[src/rtl/signed_cmp_arbiter.sv]
//----------------------------------------------------------------------------
// Module      : signed_cmp_arbiter
// Description : Round-robin arbiter/sequencer that shares one registered
//               signed comparator among N_REQ requesters. A winner's operand
//               pair is latched onto cmp_a/cmp_b. The block waits CMP_LAT
//               cycles, then captures cmp_res into res and pulses done for
//               that requester.
// Ports       : clk      - rising-edge clock
//               reset    - asynchronous active-high reset
//               req      - level request per requester
//               a_bus    - operand a, requester i at [i*WIDTH +: WIDTH]
//               b_bus    - operand b, same packing
//               gnt      - one-hot grant, grant cycle through done cycle
//               done     - one-cycle pulse to the granted requester
//               res      - comparison result, valid in the done cycle
//               busy     - high whenever the sequencer is not idle
//               cmp_a    - registered operand a to the comparator
//               cmp_b    - registered operand b to the comparator
//               cmp_res  - result returned by the comparator
// Revision    : 1.0 - initial release
//----------------------------------------------------------------------------
`default_nettype none

module signed_cmp_arbiter #(
  parameter int N_REQ   = 4,
  parameter int WIDTH   = 4,
  parameter int CMP_LAT = 1
) (
  input  logic                   clk,
  input  logic                   reset,
  input  logic [N_REQ-1:0]       req,
  input  logic [N_REQ*WIDTH-1:0] a_bus,
  input  logic [N_REQ*WIDTH-1:0] b_bus,
  output logic [N_REQ-1:0]       gnt,
  output logic [N_REQ-1:0]       done,
  output logic                   res,
  output logic                   busy,
  output logic [WIDTH-1:0]       cmp_a,
  output logic [WIDTH-1:0]       cmp_b,
  input  logic                   cmp_res
);

  localparam int IDX_W = $clog2(N_REQ);
  localparam int CNT_W = 3;
  localparam logic [CNT_W-1:0] LAT_LOAD  = CNT_W'(CMP_LAT);
  localparam logic [IDX_W-1:0] LAST_INIT = IDX_W'(N_REQ - 1);
  localparam logic [N_REQ-1:0] GNT_ONE   = {{(N_REQ-1){1'b0}}, 1'b1};

  typedef enum logic [1:0] {
    S_IDLE = 2'd0,
    S_WAIT = 2'd1,
    S_DONE = 2'd2
  } state_t;

  state_t           state;
  logic [CNT_W-1:0] wait_cnt;
  logic [IDX_W-1:0] last_winner;

  // Unpack the operand buses so the winner can be selected by a narrow index.
  logic [WIDTH-1:0] a_arr [N_REQ];
  logic [WIDTH-1:0] b_arr [N_REQ];

  generate
    for (genvar i = 0; i < N_REQ; i++) begin : g_unpack
      assign a_arr[i] = a_bus[i*WIDTH +: WIDTH];
      assign b_arr[i] = b_bus[i*WIDTH +: WIDTH];
    end
  endgenerate

  // Round-robin search: candidates are visited starting one past the last
  // winner and wrapping, so the previous winner has the lowest priority.
  logic             win_found;
  logic [IDX_W-1:0] win_idx;
  logic [WIDTH-1:0] win_a;
  logic [WIDTH-1:0] win_b;

  always_comb begin : p_rr
    int               cand;
    logic [IDX_W-1:0] cidx;
    cand      = 0;
    cidx      = '0;
    win_found = 1'b0;
    win_idx   = '0;
    win_a     = '0;
    win_b     = '0;
    for (int k = 1; k <= N_REQ; k++) begin
      cand = int'(last_winner) + k;
      if (cand >= N_REQ) begin
        cand = cand - N_REQ;
      end
      cidx = cand[IDX_W-1:0];
      if (!win_found && req[cidx]) begin
        win_found = 1'b1;
        win_idx   = cidx;
        win_a     = a_arr[cidx];
        win_b     = b_arr[cidx];
      end
    end
  end

  always_ff @(posedge clk or posedge reset) begin
    if (reset) begin
      state       <= S_IDLE;
      wait_cnt    <= '0;
      last_winner <= LAST_INIT;
      gnt         <= '0;
      done        <= '0;
      res         <= 1'b0;
      busy        <= 1'b0;
      cmp_a       <= '0;
      cmp_b       <= '0;
    end else begin
      case (state)
        S_IDLE: begin
          done <= '0;
          if (win_found) begin
            state       <= S_WAIT;
            gnt         <= GNT_ONE << win_idx;
            last_winner <= win_idx;
            cmp_a       <= win_a;
            cmp_b       <= win_b;
            wait_cnt    <= LAT_LOAD;
            busy        <= 1'b1;
          end else begin
            gnt  <= '0;
            busy <= 1'b0;
          end
        end
        S_WAIT: begin
          // The counter reaches zero in the cycle where cmp_res reflects
          // the operands latched at grant time.
          if (wait_cnt == '0) begin
            res   <= cmp_res;
            done  <= gnt;
            state <= S_DONE;
          end else begin
            wait_cnt <= wait_cnt - 1'b1;
          end
        end
        S_DONE: begin
          done  <= '0;
          gnt   <= '0;
          busy  <= 1'b0;
          state <= S_IDLE;
        end
        default: begin
          state <= S_IDLE;
          gnt   <= '0;
          done  <= '0;
          busy  <= 1'b0;
        end
      endcase
    end
  end

endmodule

`default_nettype wire

[config.mk]
export PLATFORM = sky130hd
export DESIGN_NAME = signed_cmp_arbiter
export DESIGN_NICKNAME = d
export VERILOG_FILES = /design/src/rtl/signed_cmp_arbiter.sv
export SDC_FILE = /design/constraint.sdc
export NUM_CORES = 1
export LEC_CHECK = 0
export CORE_ASPECT_RATIO = 1.1
export CORE_MARGIN = 4
export CORE_UTILIZATION = 50
export CTS_BUF_LIST = sky130_fd_sc_hd__clkbuf_2
export DETAILED_ROUTE_END_ITERATION = 10
export HOLD_SLACK_MARGIN = 0.1
export PLACE_DENSITY = 0.83
export SLEW_MARGIN = 15
export SYNTH_ARGS = -nofsm -noshare
export SYNTH_HDL_FRONTEND = slang
export SYNTH_SLANG_ARGS = --single-unit
[constraint.sdc]
create_clock -name clk -period 2.3 [get_ports clk]
set_clock_uncertainty 0.15 [all_clocks]
set_input_delay 0.345 -clock clk [delete_from_list [all_inputs] [get_ports clk]]
set_output_delay 0.345 -clock clk [all_outputs]
set_load 0.01 [all_outputs]
==> flow_summary.ini <==
[setup_path]
r2r_cells = 5
r2r_slack_ns = 0.09
r2r-start = last_winner[0]
cpMaxStageDelayCell = dfstp_2
start_kind = register
slowest_delay_ns = 0.78
worst-path-buf-inv = 1
endpoint = cmp_a[3]
cp_cell_sequence = buf_4 -> mux4_2 -> a2bb2oi_1 -> o211ai_1 -> o22a_1
cp_data_arrival_time_ns = 2.35
crit_type = reg2reg
r2r_end = cmp_a[3]
cp-startpoint = last_winner[0]
required_ns = 2.43
cp.depth = 5
path_delay_family = flip-flops
cp-end-kind = register
crit_fanout = 19

[sta]
period_minus_slack_ns = 2.21
max_slew_margin_pct = 65.1
finalSetupViolCount = 0
fmax_ghz = 0.452
slew_viol_final = 0
grt_setup_unrepaired = no
fin_crit_sh_pct = 96.3
tightest_slew_ns = 0.521
hold_viol = 0
holdWs_ns = 0.115
layout_setup_ws_ns = 0.0861

[power]
p_leak_nw = 1.19
fin_total_pwr_w = 0.00304
ir_drop_v = 0.000616
cellPowerDensity_nw_per_um2 = 1110

[clock_network]
numCtsBuffers = 3
root_buffer = clkbuf_2
clock_latency_ns = 0.37
clock_sinks = 25
cts_setup_buffers = 0
cts.clk_slew.worst_paths_ns = 0.25
h-tree-depth = 1
cts_hold_buf = 0
clockBufferDepth = 2
tritoncts = done
cts-resized-gates = 0

[final_layout]
drive_above_1_share_pct = 16.0
num-fill-cells = 286
syn2layout_area_growth_pct = 36.2
seq_area_um2 = 628
fin_nets = 298
antenna_cells = 0
fin_cells = 306
design_area_um2 = 2730
multiInputGateArea_um2 = 1270

[yosys]
yosysSeqAreaShare_pct = 31.3
yosys_warnings = 0
synthCells = 192
syn_nets = 233
ys_ff_latch = 25
synth_area_um2 = 2010
avgSynthCellArea_um2 = 10.5
netlist-cell-type-count = 45

[route]
num_vias = 1862
wl_per_cell_um = 17.1
finalWirelength_mm = 5.24
detail-route-antenna-nets = 0
dr.pass1.iters = 4
drt-vias-per-instance = 6.08
drc = 0
drtIter0Drc = 121

[die]
die_w_um = 68.4
core-area_um2 = 3770
pin_count = 57
row_count = 23
initial_core_util_pct = 53.2
die_y_um = 74.4
die-area_um2 = 5090

[min_path]
hp-class = in2async

[global_route]
grt_pass1_wl_mm = 8.61
grt_pass1_vias = 1883
grtUsageTotal_pct = 22.0
grt_max_degree = 26
antenna_found_initial = 0
grt-ovfl-total = 0

[flow_run]
drv_cap = 0

[placed_design]
pre_cts_slack_ns = -0.129
hpwlAfterDp_mm = 4.13
placed_cell_area_um2 = 2710
port_buffers = 56
place_inst = 302
globalplace.congestion = 0.896

[status]
outcome = completed
cells in the mapped netlist, drive strengths merged:
cell / count / area (um^2)
and3b: 1 / 8.76
mux2: 1 / 11.3
o21bai: 1 / 11.3
nand3: 1 / 5.00
nor2b: 1 / 6.26
mux2i: 35 / 350
a22o: 2 / 17.5
nor2: 15 / 56.3
buf: 12 / 80.1
o211ai: 7 / 52.6
nor4: 1 / 6.26
a32oi: 1 / 8.76
or3b: 2 / 17.5
o32a: 2 / 21.3
and4bb: 1 / 12.5
nor4bb: 1 / 10.0
nand2: 6 / 22.5
o22a: 8 / 70.1
dfrtp: 23 / 576
nand4b: 1 / 8.76
clkbuf: 3 / 12.5
or4b: 1 / 13.8
a21o: 2 / 22.5
o22ai: 8 / 50.1
dfstp: 2 / 52.6
inv: 5 / 18.8
o41ai: 1 / 8.76
a21oi: 10 / 53.8
a2bb2oi: 7 / 61.3
a21boi: 2 / 18.8
nand3b: 2 / 15.0
nor3: 4 / 20.0
ha: 2 / 25.0
mux4: 9 / 214
nand2b: 6 / 37.5
o21ai: 6 / 30.0
worst min-delay path: cells and delay by family:
| kind | cells | cell delay (ns) |
|---|---|---|
| buf+inv | 3 | 0.74 |
sequential cells by signal (all words and copies together) (netlist names):
signal       cells
last_winner      2
done             4
cmp_a            4
cmp_b            4
gnt              4
res              1
wait_cnt         3
state            2
busy             1
layout make-up:
class	count	area share, %
well taps	50	2.29
flip-flops and latches	25	23.0
multi-input cells	147	46.6
clock buffers	3	0.549
repair buffers	75	26.6
clock inverters	1	0.275
inverters	5	0.687
per-stage QoR:
stage,util (%),setup TNS (ns)
floorplan,-,0
global placement,71.9,-0.407
detailed placement,71.9,-0.500
CTS,72.5,0
global route,72.5,0
finish,72.5,0
layout by cell type (no fill, tap or decap), drive strengths merged, types with 3 or more instances in the layout:
cell           count
clkdlybuf4s50     56
nor3               4
nand2              6
a2bb2oi            7
o22ai              8
clkbuf             3
o211ai             7
nor2              15
buf               19
mux4               9
a21oi             10
inv                5
mux2i             35
o21ai              6
nand2b             6
o22a               8
dfrtp             23
worst min path at each step:
| stage | from | end | slack, ns | cells past startpoint |
|---|---|---|---|---|
| after floorplan | reset | busy | 0.22 | 1 |
| after global placement | busy | busy | 0.31 | 1 |
| after detailed placement | busy | busy | 0.34 | 1 |
| after CTS | reset | cmp_b[1] | 0.12 | 3 |
| after global routing | reset | res | 0.13 | 3 |
| final | reset | res | 0.11 | 3 |
report_power, final:
group	switching, W	internal [W]	leakage [nW]
sequential	0.000192	0.000650	0.305
clock	0.000140	0.0000403	0.0126
combinational	0.000921	0.00109	0.875
cells by family (layout without fill, tap and decap cells):
| kind of cell | after synthesis | in the layout | share of synthesized area (%) |
|---|---|---|---|
| and+or+nand+nor | 43 | 43 | 12.0 |
| muxes | 45 | 45 | 28.7 |
| DFF | 25 | 25 | 31.3 |
| buffers and inverters | 20 | 84 | 5.55 |
| AOI/OAI and AO/OA | 57 | 57 | 21.3 |
| adders and majority gates | 2 | 2 | 1.25 |
layer usage:
metal / vias to the layer above / part of all wire (%) / track usage, %
li1: 874 / - / -
met1: 895 / 40 / 28.3
met2: 83 / 51 / 37.1
met3: 10 / 6.7 / 3.32
met4: 0 / 1.9 / 7.95
met5: - / 0 / 0
(Power assumes the default switching activity.)
